--- config.mk ---
export PLATFORM = sky130hd
export DESIGN_NAME = reg_file_sb
export DESIGN_NICKNAME = d
export VERILOG_FILES = /design/src/rtl/reg_file_sb.sv
export SDC_FILE = /design/constraint.sdc
export NUM_CORES = 1
export LEC_CHECK = 0
export ABC_AREA = 1
export CORE_MARGIN = 2
export CORE_UTILIZATION = 51
export CTS_BUF_LIST = sky130_fd_sc_hd__clkbuf_4 sky130_fd_sc_hd__clkbuf_8 sky130_fd_sc_hd__clkbuf_16
export DETAILED_ROUTE_END_ITERATION = 10
export MAX_ROUTING_LAYER = met4
export PLACE_DENSITY = 0.94
export SYNTH_ARGS = -nofsm -noshare
export SYNTH_HDL_FRONTEND = slang
export SYNTH_SLANG_ARGS = --single-unit
--- constraint.sdc ---
create_clock -name clk -period 2.85 [get_ports clk]
set_input_delay 0.285 -clock clk [delete_from_list [all_inputs] [get_ports clk]]
set_output_delay 0.285 -clock clk [all_outputs]
set_load 0.02 [all_outputs]
--- src/rtl/reg_file_sb.sv ---
// reg_file_sb: register file with two registered read ports, one write port and a busy scoreboard.
// Define REG_FILE_BYPASS_EN to forward same-cycle write data to matching reads.
module reg_file_sb #(
  parameter int DATA_W = 8,
  parameter int NUM_REGS = 4,
  parameter int ADDR_W = 2
) (
  input  logic                       clk,
  input  logic                       reset_,
  input  logic                       rd_en_0,
  input  logic [ADDR_W-1:0]          rd_sel_0,
  output logic [DATA_W-1:0]          rd_data_0,
  output logic                       rd_stall_0,
  input  logic                       rd_en_1,
  input  logic [ADDR_W-1:0]          rd_sel_1,
  output logic [DATA_W-1:0]          rd_data_1,
  output logic                       rd_stall_1,
  input  logic                       wr_en,
  input  logic [ADDR_W-1:0]          wr_sel,
  input  logic [DATA_W-1:0]          wr_data,
  input  logic                       rsv_en,
  input  logic [ADDR_W-1:0]          rsv_sel,
  output logic                       rsv_conflict,
  output logic [NUM_REGS-1:0]        busy,
  output logic [NUM_REGS*DATA_W-1:0] regs_flat
);
`ifdef REG_FILE_BYPASS_EN
  localparam logic BYP = 1'b1;
`else
  localparam logic BYP = 1'b0;
`endif
  localparam int DEPTH = 2**ADDR_W;
  localparam logic [ADDR_W:0] LIMIT = (ADDR_W+1)'(NUM_REGS);
  logic [DATA_W-1:0] mem [NUM_REGS];
  logic [DATA_W-1:0] view [DEPTH];
  logic [DEPTH-1:0] busy_x;
  logic [NUM_REGS-1:0] wr_dec, rsv_dec;
  logic wr_ok, rsv_ok, conflict_n;
  logic [1:0] rd_en, in_rng, byp, stall_q;
  logic [ADDR_W-1:0] rd_sel [2];
  logic [DATA_W-1:0] rd_q [2];
  assign wr_ok = wr_en && {1'b0, wr_sel} < LIMIT;
  assign rsv_ok = rsv_en && {1'b0, rsv_sel} < LIMIT;
  assign busy_x = DEPTH'(busy);
  // a write landing on the same register in the same cycle absorbs the conflict
  assign conflict_n = rsv_ok && busy_x[rsv_sel] && !(wr_ok && wr_sel == rsv_sel);
  assign rd_en = {rd_en_1, rd_en_0};
  assign rd_sel[0] = rd_sel_0;
  assign rd_sel[1] = rd_sel_1;
  assign rd_data_0 = rd_q[0];
  assign rd_data_1 = rd_q[1];
  assign rd_stall_0 = stall_q[0];
  assign rd_stall_1 = stall_q[1];
  for (genvar i = 0; i < DEPTH; i++) begin : g_view
    if (i < NUM_REGS) begin : g_in
      assign view[i] = mem[i];
      assign regs_flat[i*DATA_W +: DATA_W] = mem[i];
    end else begin : g_out
      assign view[i] = '0;
    end
  end
  always_comb begin
    wr_dec = '0;
    rsv_dec = '0;
    in_rng = '0;
    byp = '0;
    for (int i = 0; i < NUM_REGS; i++) begin
      wr_dec[i] = wr_ok && wr_sel == ADDR_W'(i);
      rsv_dec[i] = rsv_ok && rsv_sel == ADDR_W'(i);
    end
    for (int k = 0; k < 2; k++) begin
      in_rng[k] = {1'b0, rd_sel[k]} < LIMIT;
      byp[k] = BYP && wr_ok && rd_sel[k] == wr_sel;
    end
  end
  always_ff @(posedge clk) begin
    if (!reset_) begin
      for (int i = 0; i < NUM_REGS; i++) mem[i] <= '0;
      busy <= '0;
      rsv_conflict <= 1'b0;
      rd_q[0] <= '0;
      rd_q[1] <= '0;
      stall_q <= '0;
    end else begin
      for (int i = 0; i < NUM_REGS; i++) if (wr_dec[i]) mem[i] <= wr_data;
      busy <= (busy & ~wr_dec) | rsv_dec;
      rsv_conflict <= conflict_n;
      for (int k = 0; k < 2; k++) begin
        rd_q[k] <= (!rd_en[k] || !in_rng[k]) ? '0 : byp[k] ? wr_data :
                   busy_x[rd_sel[k]] ? '0 : view[rd_sel[k]];
        stall_q[k] <= rd_en[k] && in_rng[k] && !byp[k] && busy_x[rd_sel[k]];
      end
    end
  end
endmodule
Word-level counts from Yosys, hierarchy flattened. Memories as Yosys holds them, arrays and structs flattened. Cells that the tools add are included.

Add/subtract/negate cells: 0. Multiply operators: 0. Divide/modulo/power cells: 0. Magnitude comparators: 5. Equal/unequal tests: 7. Shift operators: 0. Mux-type cells: 36. Bitwise gates (word level): 11. Reductions and logical operators: 16.

Operator list (number): 8-bit 2-to-1 mux (14); 8-bit binary-select mux with 2-bit select (2); 1-bit 2-to-1 mux (17); 1-bit logical AND (13); 2-bit by 3-bit less-than comparator with 1-bit output, second input constant (3); 2-bit == test, second input constant (4); 1-bit binary-select mux with 2-bit select (3); 3-bit >= comparator, second input constant (2); 2-bit NOT with 3-bit output (2); 1-bit bitwise OR (6); 4-bit bitwise AND (1); 2-bit by 1-bit == test with 1-bit output, second input constant (2); 2-bit logical NOT (2); 4-bit NOT (1); 4-bit bitwise OR (1); 2-bit == test (1); 1-bit logical NOT (1).

Flip-flop bits (word level): 7. Latch bits: 0. Bits in writable memories: 48. Bits in read-only memories: 0. Input port bits: 22. Output and inout port bits: 55. Word-level logic and storage cells: 80. Memories: 2.

Memories: mem (words 4, width 8, rd ports 4, clocked after Yosys merged registers in 0, wr ports 4, line 34) `logic [DATA_W-1:0] mem [NUM_REGS];`; rd_q (words 2, width 8, rd ports 2, clocked after Yosys merged registers in 0, wr ports 2, line 41) `logic [DATA_W-1:0] rd_q [2];`.

Longest topological paths before layout.
Depth in word-level cells: 7. Depth in mapped cells: 8. Depth with buffers taken out: 6.

Worst setup path after synthesis. OpenSTA, ideal clock, no wires.

Path type: input -> register. Start point: input wr_en. End point: memory mem[0][0], enable pin. Library setup time: 329 ps. Data arrival time: 781 ps. Required time: 2521 ps. Slack: 1740 ps. Cell stages on the path: 3. Buffers on the path: 1. Path through: buf_2 -> nand3_1 -> nand2_1.

RTL lines: start: declaration (line 18) `input logic wr_en,`; end: declaration (line 34).

Worst setup path in the final report.
Start point: register busy[2]. End point: output busy[2].

RTL lines: start: declaration (line 24) `output logic [NUM_REGS-1:0] busy,`; start signal: assignment (line 86) `busy <= (busy & ~wr_dec) | rsv_dec;`.

No word-level cell between the ends.

==> impl_metrics.toml <==
[status]
outcome = "completed"

[synth]
syn_area_sq_um = 2690
synth_fa_ha_area_frac = 0
synth_mux_area_frac = 0
syn-num-nets = 374
seq_area_frac_synth = 0.5284
ys_types = 15
yosys.area_share.simple = 0.3363
yosysWarnings = 0
synth_top_family_by_area = "simple AND/OR/NAND/NOR gates"
synth_compound_area_frac = 0.008372
synth_xor_area_frac = 0
netlist_instances = 352
syn-mean-instance-area_sq_um = 7.642
ys_ff_latch = 55

[clock_network]
ctsResizeCount = 0
cts_setup_buffers = 0
cts_tree = "built"
clk_latency_ps = 310
htree_levels = 2
cts_hold_buf = 0
root_buffer = "clkbuf_8"
clock-sinks = 55
numCtsBuffers = 5
clk_pin_slew_ps = 100
cts_buffer_depth = 2

[worst_setup_path]
path_max_fanout = 5
worstSetupPathDepth = 1
critPathCaptureType = "output pin"
slowest_stage = "clkdlybuf4s50_1"
cp_top_family = "buffers and inverters"
worstSetupPathType = "reg -> out"
critPathMaxStageDelay_ps = 670
arrival_ps = 1460
crit_chain = "clkdlybuf4s50_1"
cp.required_ps = 2570
setup.worst_path.start_class = "flip-flop"
rr_worst_depth = 5
rr_endpoint = "rd_q[0][3]$_SDFF_PP0_"
timing.rr.start = "busy[1]$_SDFF_PN0_"
r2r_slack_ps = 1790
critPathBufInv = 1

[floorplanning]
dieArea_sq_um = 5871
num_rows = 26
die_h_um = 76.63
coreArea_sq_um = 5107
start_util = 0.5267
die_w_um = 76.63
ios = 77

[final_layout]
nets = 449
fillCellCount = 444
antenna_cells = 0
syn2layout_area_growth_pct = 32.42
drive_above_1_share = 0.03972

[global_routing]
grt_start_max_net_pins = 20
grtUsageTotal = 0.2413
grt_antenna_before_repair = 0
grt_first_pass_wirelength_mm = 10.96
grt_pass1_vias = 2222
overflow = 0

[worst_hold_path]
hold_path_end = "stall_q[1]$_SDFF_PN0_"
hp-start = "rd_en_1"
holdPathStages = 3
hold_path_class = "in -> reg"

[sta]
hold_viol = 0
skew_ps = 7.187
finalCriticalPeriod_ps = 1741
fmax_mhz = 574.5
slew_viol_final = 0
max-slew-margin-rel = 0.5204
tns_ps = 0
rsz0062_at_grt = "no"
setup_viol_count_final = 0
worstMarginPinSlew_ps = 717.2
hold_ws_ps = 537.6
period_share = 0.6107

[pwr]
leakage_nw = 1.688
p_per_area_nw_per_um2 = 488.5
ir_worst_vdd_uv = 279.9

[drt]
drc_errors = 0
drt_first_pass_iters = 6
drtIter0Drc = 219
ant_nets = 0
routedWlPerCell_um = 13.72
vias = 2457
drt-vias-per-instance = 4.934
drt-total-wl_mm = 6.835

[flow_run]
cap_violations = 0

[placed_design]
place_hpwl_mm = 5.371
gp_congestion = 0.8914
portBuffers = 76
==> routing by layer <==
layer	up-vias	part of all wire	global-route usage
met4	0	0.015	0.06909
met5	-	0	-
met3	10	0.049	0.02488
li1	1224	-	-
met2	110	0.52	0.4221
met1	1113	0.42	0.2978
==> worst max path at each step <==
stage,start,to,slack [ps]
after detailed placement,rd_sel_0[0],rd_q[0][3]$_SDFF_PP0_,870
after floorplan,wr_en,mem[0][0]$_SDFFCE_PN0P_,1740
final,busy[2]$_SDFF_PN0_,busy[2],1110
after CTS,busy[2]$_SDFF_PN0_,busy[2],1120
after global placement,rd_sel_0[0],rd_q[0][4]$_SDFF_PP0_,910
after global routing,rd_sel_0[0],rd_q[0][1]$_SDFF_PP0_,1000
==> registers in the layout, indices dropped and copies added (netlist names) <==
name          cells
mem              32
stall_q           2
rsv_conflict      1
busy              4
rd_q             16
==> layout make-up <==
| class | instances | area [sq um] | share of cell area |
|---|---|---|---|
| timing repair buffer | 78 | 775.7 | 0.2178 |
| clock inverter | 3 | 22.52 | 0.006322 |
| multi-input combinational | 220 | 927.1 | 0.2603 |
| tap | 70 | 87.58 | 0.02459 |
| sequential | 55 | 1421 | 0.3990 |
| inverter | 67 | 259.0 | 0.07271 |
| clock buffer | 5 | 68.82 | 0.01932 |
==> cell families after synthesis <==
family                 after synthesis
flip-flops                          55
buffers and inverters               77
AND/OR/NAND/NOR                    217
AO/OA/AOI/OAI                        3
==> Yosys cell counts <==
cell	n	area, sq um
buf_4	3	22.52
clkinv_2	2	10.01
buf_6	4	45.04
nand4_1	3	18.77
dfxtp_1	23	460.4
inv_4	2	12.51
edfxtp_1	32	960.9
nand4_4	1	21.27
o31ai_1	3	22.52
nor2_1	53	198.9
nand2_2	2	12.51
buf_2	3	15.01
nand2_1	110	412.9
nand3_1	48	240.2
inv_1	63	236.5
==> cells in the final DEF, fill, tap and decap left out <==
master / instances
nand2_1: 110
o31ai_1: 3
inv_4: 2
dfxtp_1: 23
clkbuf_8: 5
edfxtp_1: 32
nand4_4: 1
inv_6: 2
buf_4: 2
nand4_1: 3
nand3_1: 48
nor2_1: 53
inv_1: 63
clkinv_2: 3
nand2_2: 2
clkdlybuf4s50_1: 76
==> per-stage QoR <==
stage	power [mW]	setup WS, ps	std cells	cell area (sq um)	util
global route	1.814	995.5	498	3562	0.6975
detailed placement	1.315	871.0	490	3471	0.6796
finish	1.740	1109	498	3562	0.6975
CTS	1.744	1122	498	3562	0.6975
global placement	1.308	908.4	490	3471	0.6796
floorplan	1.145	1740	352	2690	-
==> worst register-to-register path, stage by stage (launching register included) <==
cell and delay [ps]:
dfxtp_1 470, nand2_1 90, nand3_1 110, nand2_1 80
nand2_2 140, nor2_1 60
==> power breakdown <==
| group | switching, mW | internal, mW |
|---|---|---|
| sequential | 0.0320 | 0.891 |
| clock | 0.264 | 0.178 |
| combinational | 0.220 | 0.155 |
| total | 0.516 | 1.22 |
(Power assumes the default switching activity.)
